--- config.mk ---
export PLATFORM = sky130hd
export DESIGN_NAME = fizzbuzz_stream_ctrl
export DESIGN_NICKNAME = d
export VERILOG_FILES = /design/src/rtl/fizzbuzz_stream_ctrl.sv
export SDC_FILE = /design/constraint.sdc
export NUM_CORES = 1
export LEC_CHECK = 0
export ABC_AREA = 1
export CORE_ASPECT_RATIO = 0.7
export CORE_MARGIN = 2
export CORE_UTILIZATION = 40
export DETAILED_ROUTE_END_ITERATION = 16
export GPL_TIMING_DRIVEN = 0
export PLACE_DENSITY = 0.65
export SLEW_MARGIN = 15
export SYNTH_ARGS = -nofsm -noshare
export SYNTH_HDL_FRONTEND = slang
export SYNTH_SLANG_ARGS = --single-unit
--- constraint.sdc ---
create_clock -name clk -period 3.4 [get_ports clk]
set_input_delay 0.68 -clock clk [delete_from_list [all_inputs] [get_ports clk]]
set_output_delay 0.68 -clock clk [all_outputs]
set_load 0.005 [all_outputs]
--- src/rtl/fizzbuzz_stream_ctrl.sv ---
// fizzbuzz_stream_ctrl: issues a stream of FizzBuzz tokens 0..MAX_CYCLES-1
// over a valid/ready handshake. Each token carries its index and
// fizz/buzz/fizzbuzz flags. Divisibility is tracked with two wrapping modulo
// counters, so no divider is built.
// Optional build macro FIZZBUZZ_STATS_EN adds saturating per-flag transfer
// counters (fizz_cnt, buzz_cnt, fb_cnt).
module fizzbuzz_stream_ctrl #(
  parameter int FIZZ       = 3,
  parameter int BUZZ       = 5,
  parameter int MAX_CYCLES = 100,
  localparam int W         = $clog2(MAX_CYCLES)
) (
  input  logic                               clk,
  input  logic                               reset,
  input  logic                               start,
  input  logic                               stop,
  output logic                               out_valid,
  input  logic                               out_ready,
  output logic [W-1:0]                       out_value,
  output logic                               out_fizz,
  output logic                               out_buzz,
  output logic                               out_fizzbuzz,
  output logic                               busy,
  output logic                               done
`ifdef FIZZBUZZ_STATS_EN
  ,
  output logic [$clog2(MAX_CYCLES+1)-1:0]    fizz_cnt,
  output logic [$clog2(MAX_CYCLES+1)-1:0]    buzz_cnt,
  output logic [$clog2(MAX_CYCLES+1)-1:0]    fb_cnt
`endif
);

  // Modulo counter widths; a divisor of 1 still needs a 1-bit counter.
  localparam int FW = (FIZZ > 1) ? $clog2(FIZZ) : 1;
  localparam int BW = (BUZZ > 1) ? $clog2(BUZZ) : 1;

  localparam logic [W-1:0]  LAST  = W'(MAX_CYCLES - 1);
  localparam logic [FW-1:0] F_TOP = FW'(FIZZ - 1);
  localparam logic [BW-1:0] B_TOP = BW'(BUZZ - 1);

  typedef enum logic [1:0] {
    IDLE = 2'd0,
    RUN  = 2'd1,
    DONE = 2'd2
  } state_t;

  state_t        state, state_nxt;
  logic          launch;
  logic          xfer;
  logic          last;
  logic [FW-1:0] mod_f;
  logic [BW-1:0] mod_b;

  assign out_valid    = (state == RUN);
  assign busy         = (state == RUN);
  assign done         = (state == DONE);
  assign xfer         = out_valid && out_ready;
  assign last         = (out_value == LAST);
  assign out_fizz     = (mod_f == '0);
  assign out_buzz     = (mod_b == '0);
  assign out_fizzbuzz = out_fizz && out_buzz;

  // State register.
  always_ff @(posedge clk or posedge reset) begin
    if (reset) state <= IDLE;
    else       state <= state_nxt;
  end

  // Next-state logic; stop always wins over start, and a start only takes
  // effect from IDLE or DONE (launch marks the edge that begins a run).
  always_comb begin
    state_nxt = state;
    launch    = 1'b0;
    case (state)
      IDLE: begin
        if (start && !stop) begin
          state_nxt = RUN;
          launch    = 1'b1;
        end
      end
      RUN: begin
        if (stop)              state_nxt = IDLE;
        else if (xfer && last) state_nxt = DONE;
      end
      DONE: begin
        if (stop) state_nxt = IDLE;
        else if (start) begin
          state_nxt = RUN;
          launch    = 1'b1;
        end
      end
      default: state_nxt = IDLE;
    endcase
  end

  // Token index and modulo counters: cleared on launch, advanced on every
  // transfer except the final one, where they hold on the last token.
  always_ff @(posedge clk or posedge reset) begin
    if (reset) begin
      out_value <= '0;
      mod_f     <= '0;
      mod_b     <= '0;
    end else if (launch) begin
      out_value <= '0;
      mod_f     <= '0;
      mod_b     <= '0;
    end else if (xfer && !last) begin
      out_value <= out_value + W'(1);
      mod_f     <= (mod_f == F_TOP) ? '0 : mod_f + FW'(1);
      mod_b     <= (mod_b == B_TOP) ? '0 : mod_b + BW'(1);
    end
  end

`ifdef FIZZBUZZ_STATS_EN
  localparam int CW = $clog2(MAX_CYCLES + 1);

  function automatic logic [CW-1:0] sat_inc(input logic [CW-1:0] v);
    return (v == {CW{1'b1}}) ? v : v + CW'(1);
  endfunction

  // Per-flag transfer statistics; transfers only happen in RUN, so the
  // counters naturally hold in IDLE and DONE.
  always_ff @(posedge clk or posedge reset) begin
    if (reset) begin
      fizz_cnt <= '0;
      buzz_cnt <= '0;
      fb_cnt   <= '0;
    end else if (launch) begin
      fizz_cnt <= '0;
      buzz_cnt <= '0;
      fb_cnt   <= '0;
    end else if (xfer) begin
      if (out_fizz)     fizz_cnt <= sat_inc(fizz_cnt);
      if (out_buzz)     buzz_cnt <= sat_inc(buzz_cnt);
      if (out_fizzbuzz) fb_cnt   <= sat_inc(fb_cnt);
    end
  end
`endif

endmodule

* After elaboration in Yosys (flattened, before gate mapping) *
Index checks and enable logic that the tools add are counted.

storage, ports and cells
  logic and storage cells = 45
  output and inout port bits = 13
  flip-flop bits (word level) = 14
  bits of input ports = 5

cells by class
  eq/ne operators = 8
  muxes and demuxes = 18
  reductions and logical operators = 12
  add/sub/neg operators = 3

operators with widths
  cell                                            count
  two-way mux 2 bit                               8
  two-way mux 7 bit                               2
  two-way mux 3 bit                               3
  adder 7 x 1 -> 7 bit (second input constant)    1
  == test 7 bit (second input constant)           1
  case mux 2 bit (3 select lines)                 1
  logical AND 1 bit                               5
  == test 2 bit (second input constant)           2
  logical NOT 2 bit                               2
  adder 3 x 1 -> 3 bit (second input constant)    1
  == test 3 bit (second input constant)           1
  logical NOT 3 bit                               1
  two-way mux 1 bit                               3
  != test 3 x 2 -> 1 bit (second input constant)  1
  != test 3 bit (second input constant)           1
  AND reduction 3 bit                             1
  adder 2 x 1 -> 2 bit (second input constant)    1
  == test 2 x 1 -> 1 bit (second input constant)  1
  logical NOT 1 bit                               2
  != test 2 bit (second input constant)           1
  case mux 1 bit (2 select lines)                 1
  nonzero test 2 bit                              1

* Longest topological paths before layout *
  word-level depth = 6
  mapped depth = 9
  depth with buffers taken out = 7

* Least setup slack after synthesis *
No wires, ideal clock.

  kind = flip-flop to output port
  start point = register mod_b[0]
  end point = output port out_fizzbuzz
  required time = 2.720 ns
  path buffers = 0
  path slack = 1.870 ns
  cell stages (with the launch flop) = 5
  arrival time = 0.850 ns
  cells stage by stage = dfrtp_1 inv_1 ha_1 inv_1 nor4_1

on the way
  cells in the longest elaborated chain, start to end = 2

ends and longest elaborated chain
  what                      line  text
  start: declaration        52    logic [BW-1:0] mod_b;
  start signal: assignment  110   mod_b <= (mod_b == B_TOP) ? '0 : mod_b + BW'(1);
  logical NOT 3 bit         60    assign out_buzz = (mod_b == '0);
  logical AND 1 bit         61    assign out_fizzbuzz = out_fizz && out_buzz;
  end: declaration          22    output logic out_fizzbuzz,

No other way between the ends.

* Worst setup path in the final report *
Same ends and word-level chain as after synthesis.

==> flow_metrics.tcl <==
set metrics [dict create \
    status "completed" \
    cts_inserted_buffers 3 \
    proportion_of_layout_cells_with_a_drive_suffix_above_1_pct 8.09 \
    worstHoldPathType "reg -> reg" \
    antenna_found_initial 0 \
    synth_cells 116 \
    post-cts-setup-buffer-count 0 \
    critical_path.startpoint_type "flop" \
    yosysWarningCount 0 \
    crit_top_cell "sky130_fd_sc_hd__inv_1" \
    cts-htree-levels 1 \
    postRouteAntennaNets 0 \
    timing.critical_path.arrival_ns 1.69 \
    setup_repair_after_global_routing_missed_its_margin "no" \
    finalSetupViolations 0 \
    design.die.area_um2 2550 \
    ios 18 \
    synth-async-reset-ratio_pct 100 \
    clock.fmax_ghz 0.422 \
    track_usage_pct 15.3 \
    yosysMostFrequentCell "sky130_fd_sc_hd__nand2_1" \
    drtPass1Iterations 4 \
    final_report_max_slew_violation_count 0 \
    synth.net_count 124 \
    crit_path_max_incr_delay_ns 0.55 \
    grt_first_pass_wirelength_mm 2.90 \
    yosysUniqueCellTypes 18 \
    p_per_area_nw_per_um2 446 \
    finish.net_count 146 \
    worst_hold_slack_ns 0.514 \
    rows 14 \
    syn_area_per_cell_um2 7.42 \
    gp_congestion 0.734 \
    post_synth_main_area_contributors "sky130_fd_sc_hd__dfrtp_1, sky130_fd_sc_hd__nand2_1, sky130_fd_sc_hd__nand3_1" \
    fin_worst_skew_ns 0.00646 \
    global_route.overflow_total 0 \
    timing.critical_path.fanout_max 4 \
    holdBufCountCts 0 \
    path_class "reg -> out" \
    layout_setup_ws_ns 1.03 \
    grt_max_degree 15 \
    core_area_um2 2080 \
    tritoncts_clock_tree "yes" \
    finalHoldViolCount 0 \
    worst_slew_pin_slew_ns 0.538 \
    synth_edf_count 0 \
    area_growth_pct 25.9 \
    clock-root-buffer "sky130_fd_sc_hd__clkbuf_4" \
    timing.critical_path.required_ns 2.72 \
    synth_top_area_share_pct 40.7 \
    cell_type_of_the_slowest_stage_on_the_worst_timing_path "sky130_fd_sc_hd__clkdlybuf4s50_1" \
    timing.max_slew.rel_slack_pct 64.1 \
    detail_route.wl_per_cell_um 10.6 \
    clock_sink_count 14 \
    drt_iter0_drc 14 \
    route.detailed.drc 0 \
    path_cells "inv_1, ha_1, inv_1, nor4_1, clkdlybuf4s50_1" \
    final.setup.tns_ns 0 \
    clkSlewWorstSetupHoldPaths_ns 0.09 \
    number_of_global_route_vias_before_repair 684 \
    leakagePower_nw 0.564 \
    maxCapViolations 0 \
    ys_seq_area_share_pct 40.7 \
    finalCriticalPeriod_ns 2.37 \
    timing.reg2reg.setup_slack_ns 1.91 \
    die_h_um 42.8 \
    routed_wl_mm 1.69 \
    most_common_library_cells_after_synthesis "sky130_fd_sc_hd__nand2_1, sky130_fd_sc_hd__dfrtp_1, sky130_fd_sc_hd__inv_1" \
    power.ir.vdd_worst_uv 358 \
    count_of_state_elements_after_synthesis 14 \
    synth-main-ff-cell "sky130_fd_sc_hd__dfrtp_1" \
    setup.worst_path.end_class "primary output" \
    fp.dieW_um 59.4 \
    diodes 0 \
    maximum_buffer_depth_of_the_clock_tree 2 \
    clock_latency_ns 0.28 \
    total_power_mw 0.483 \
    placement.setup.worst_slack_ns 1.18 \
    vias_per_cell 4.78 \
    hpwl_mm 1.21 \
    vias 765 \
    cts_resized 0 \
    floorplan.initialDensity_pct 41.3 \
    buffers_on_ports 17 \
    dominant_cell_type_by_area_after_synthesis "sky130_fd_sc_hd__dfrtp_1" \
    post-route-period-util_pct 69.7 \
    synth_area_um2 861 \
]
-- power by group --
group          switching (mW)  internal, mW  leakage [nW]  total [mW]
Sequential             0.0266         0.190         0.189       0.217
Clock                  0.0575        0.0411        0.0138      0.0986
Combinational          0.0740        0.0934         0.361       0.167
Total                   0.158         0.325         0.564       0.483
-- cells by family (layout without fill, tap and decap cells) --
| logic type | after synthesis | in the layout | share of synthesized area [%] |
|---|---|---|---|
| AOI/OAI and AO/OA | 1 | 1 | 0.872 |
| xor gates and xnor gates | 4 | 4 | 4.07 |
| adders and majority gates | 3 | 3 | 4.36 |
| buffers and inverters | 19 | 39 | 10.9 |
| DFF | 14 | 14 | 40.7 |
| and+or+nand+nor | 75 | 75 | 39.1 |
-- area by class of cell --
| class | count | area, um2 |
|---|---|---|
| Sequential cell | 14 | 350 |
| Fill cell | 208 | 1000 |
| Buffer | 4 | 37.5 |
| Clock buffer | 3 | 22.5 |
| Inverter | 15 | 56.3 |
| Timing Repair Buffer | 17 | 170 |
| Multi-Input combinational cell | 83 | 417 |
| Tap cell | 24 | 30.0 |
-- worst paths after layout --
kind,from,to,cells past startpoint
worst min register to register,mod_b[1]$_DFFE_PP0P_,mod_b[1]$_DFFE_PP0P_,2
max in group asynchronous,reset,mod_b[2]$_DFFE_PP0P_,2
worst max register to register,out_value[0]$_DFFE_PP0P_,mod_b[2]$_DFFE_PP0P_,7
worst max-delay path,mod_b[0]$_DFFE_PP0P_,out_fizzbuzz,5
min in group asynchronous,reset,mod_b[0]$_DFFE_PP0P_,2
worst min-delay path,mod_b[1]$_DFFE_PP0P_,mod_b[1]$_DFFE_PP0P_,2
-- worst max-delay path, delay by kind of cell, from the launching register on --
| family | cells | cell delay [ns] |
|---|---|---|
| adder cells (fa/ha/maj) | 1 | 0.15 |
| flip-flops | 1 | 0.43 |
| buffers and inverters | 3 | 0.67 |
| AND/OR/NAND/NOR | 1 | 0.16 |
-- stage by stage --
step                      std cells  cell area [um2]  util [%]
after global placement          157             1060      50.9
after global routing            160             1080      52.0
after floorplan                 116              861         -
final                           160             1080      52.0
after CTS                       160             1080      52.0
after detailed placement        157             1060      50.9
-- state kept, by name, indices dropped and copies added, names as in the netlist --
signal / count
state: 2
mod_f: 2
mod_b: 3
out_value: 7
-- cells in the final DEF (no fill, tap or decap), drive strengths merged --
master,Yosys,routed
clkdlybuf4s50,0,17
nand2,44,44
nor3,1,1
nor2,13,13
nand4,3,3
o31ai,1,1
nand3,12,12
inv,14,14
xnor2,1,1
ha,3,3
nor4,1,1
nand3b,1,1
xor2,3,3
clkinv,1,1
clkbuf,0,3
buf,4,4
dfrtp,14,14
-- per-layer routing --
layer	part of all wire, %	vias up	track usage, %
li1	-	402	-
met1	52	350	21.7
met2	44	11	22.4
met3	3.0	2	5.49
met4	0.71	0	2.73
met5	0	-	0
Note: power is estimated with default switching activity, not from simulation.
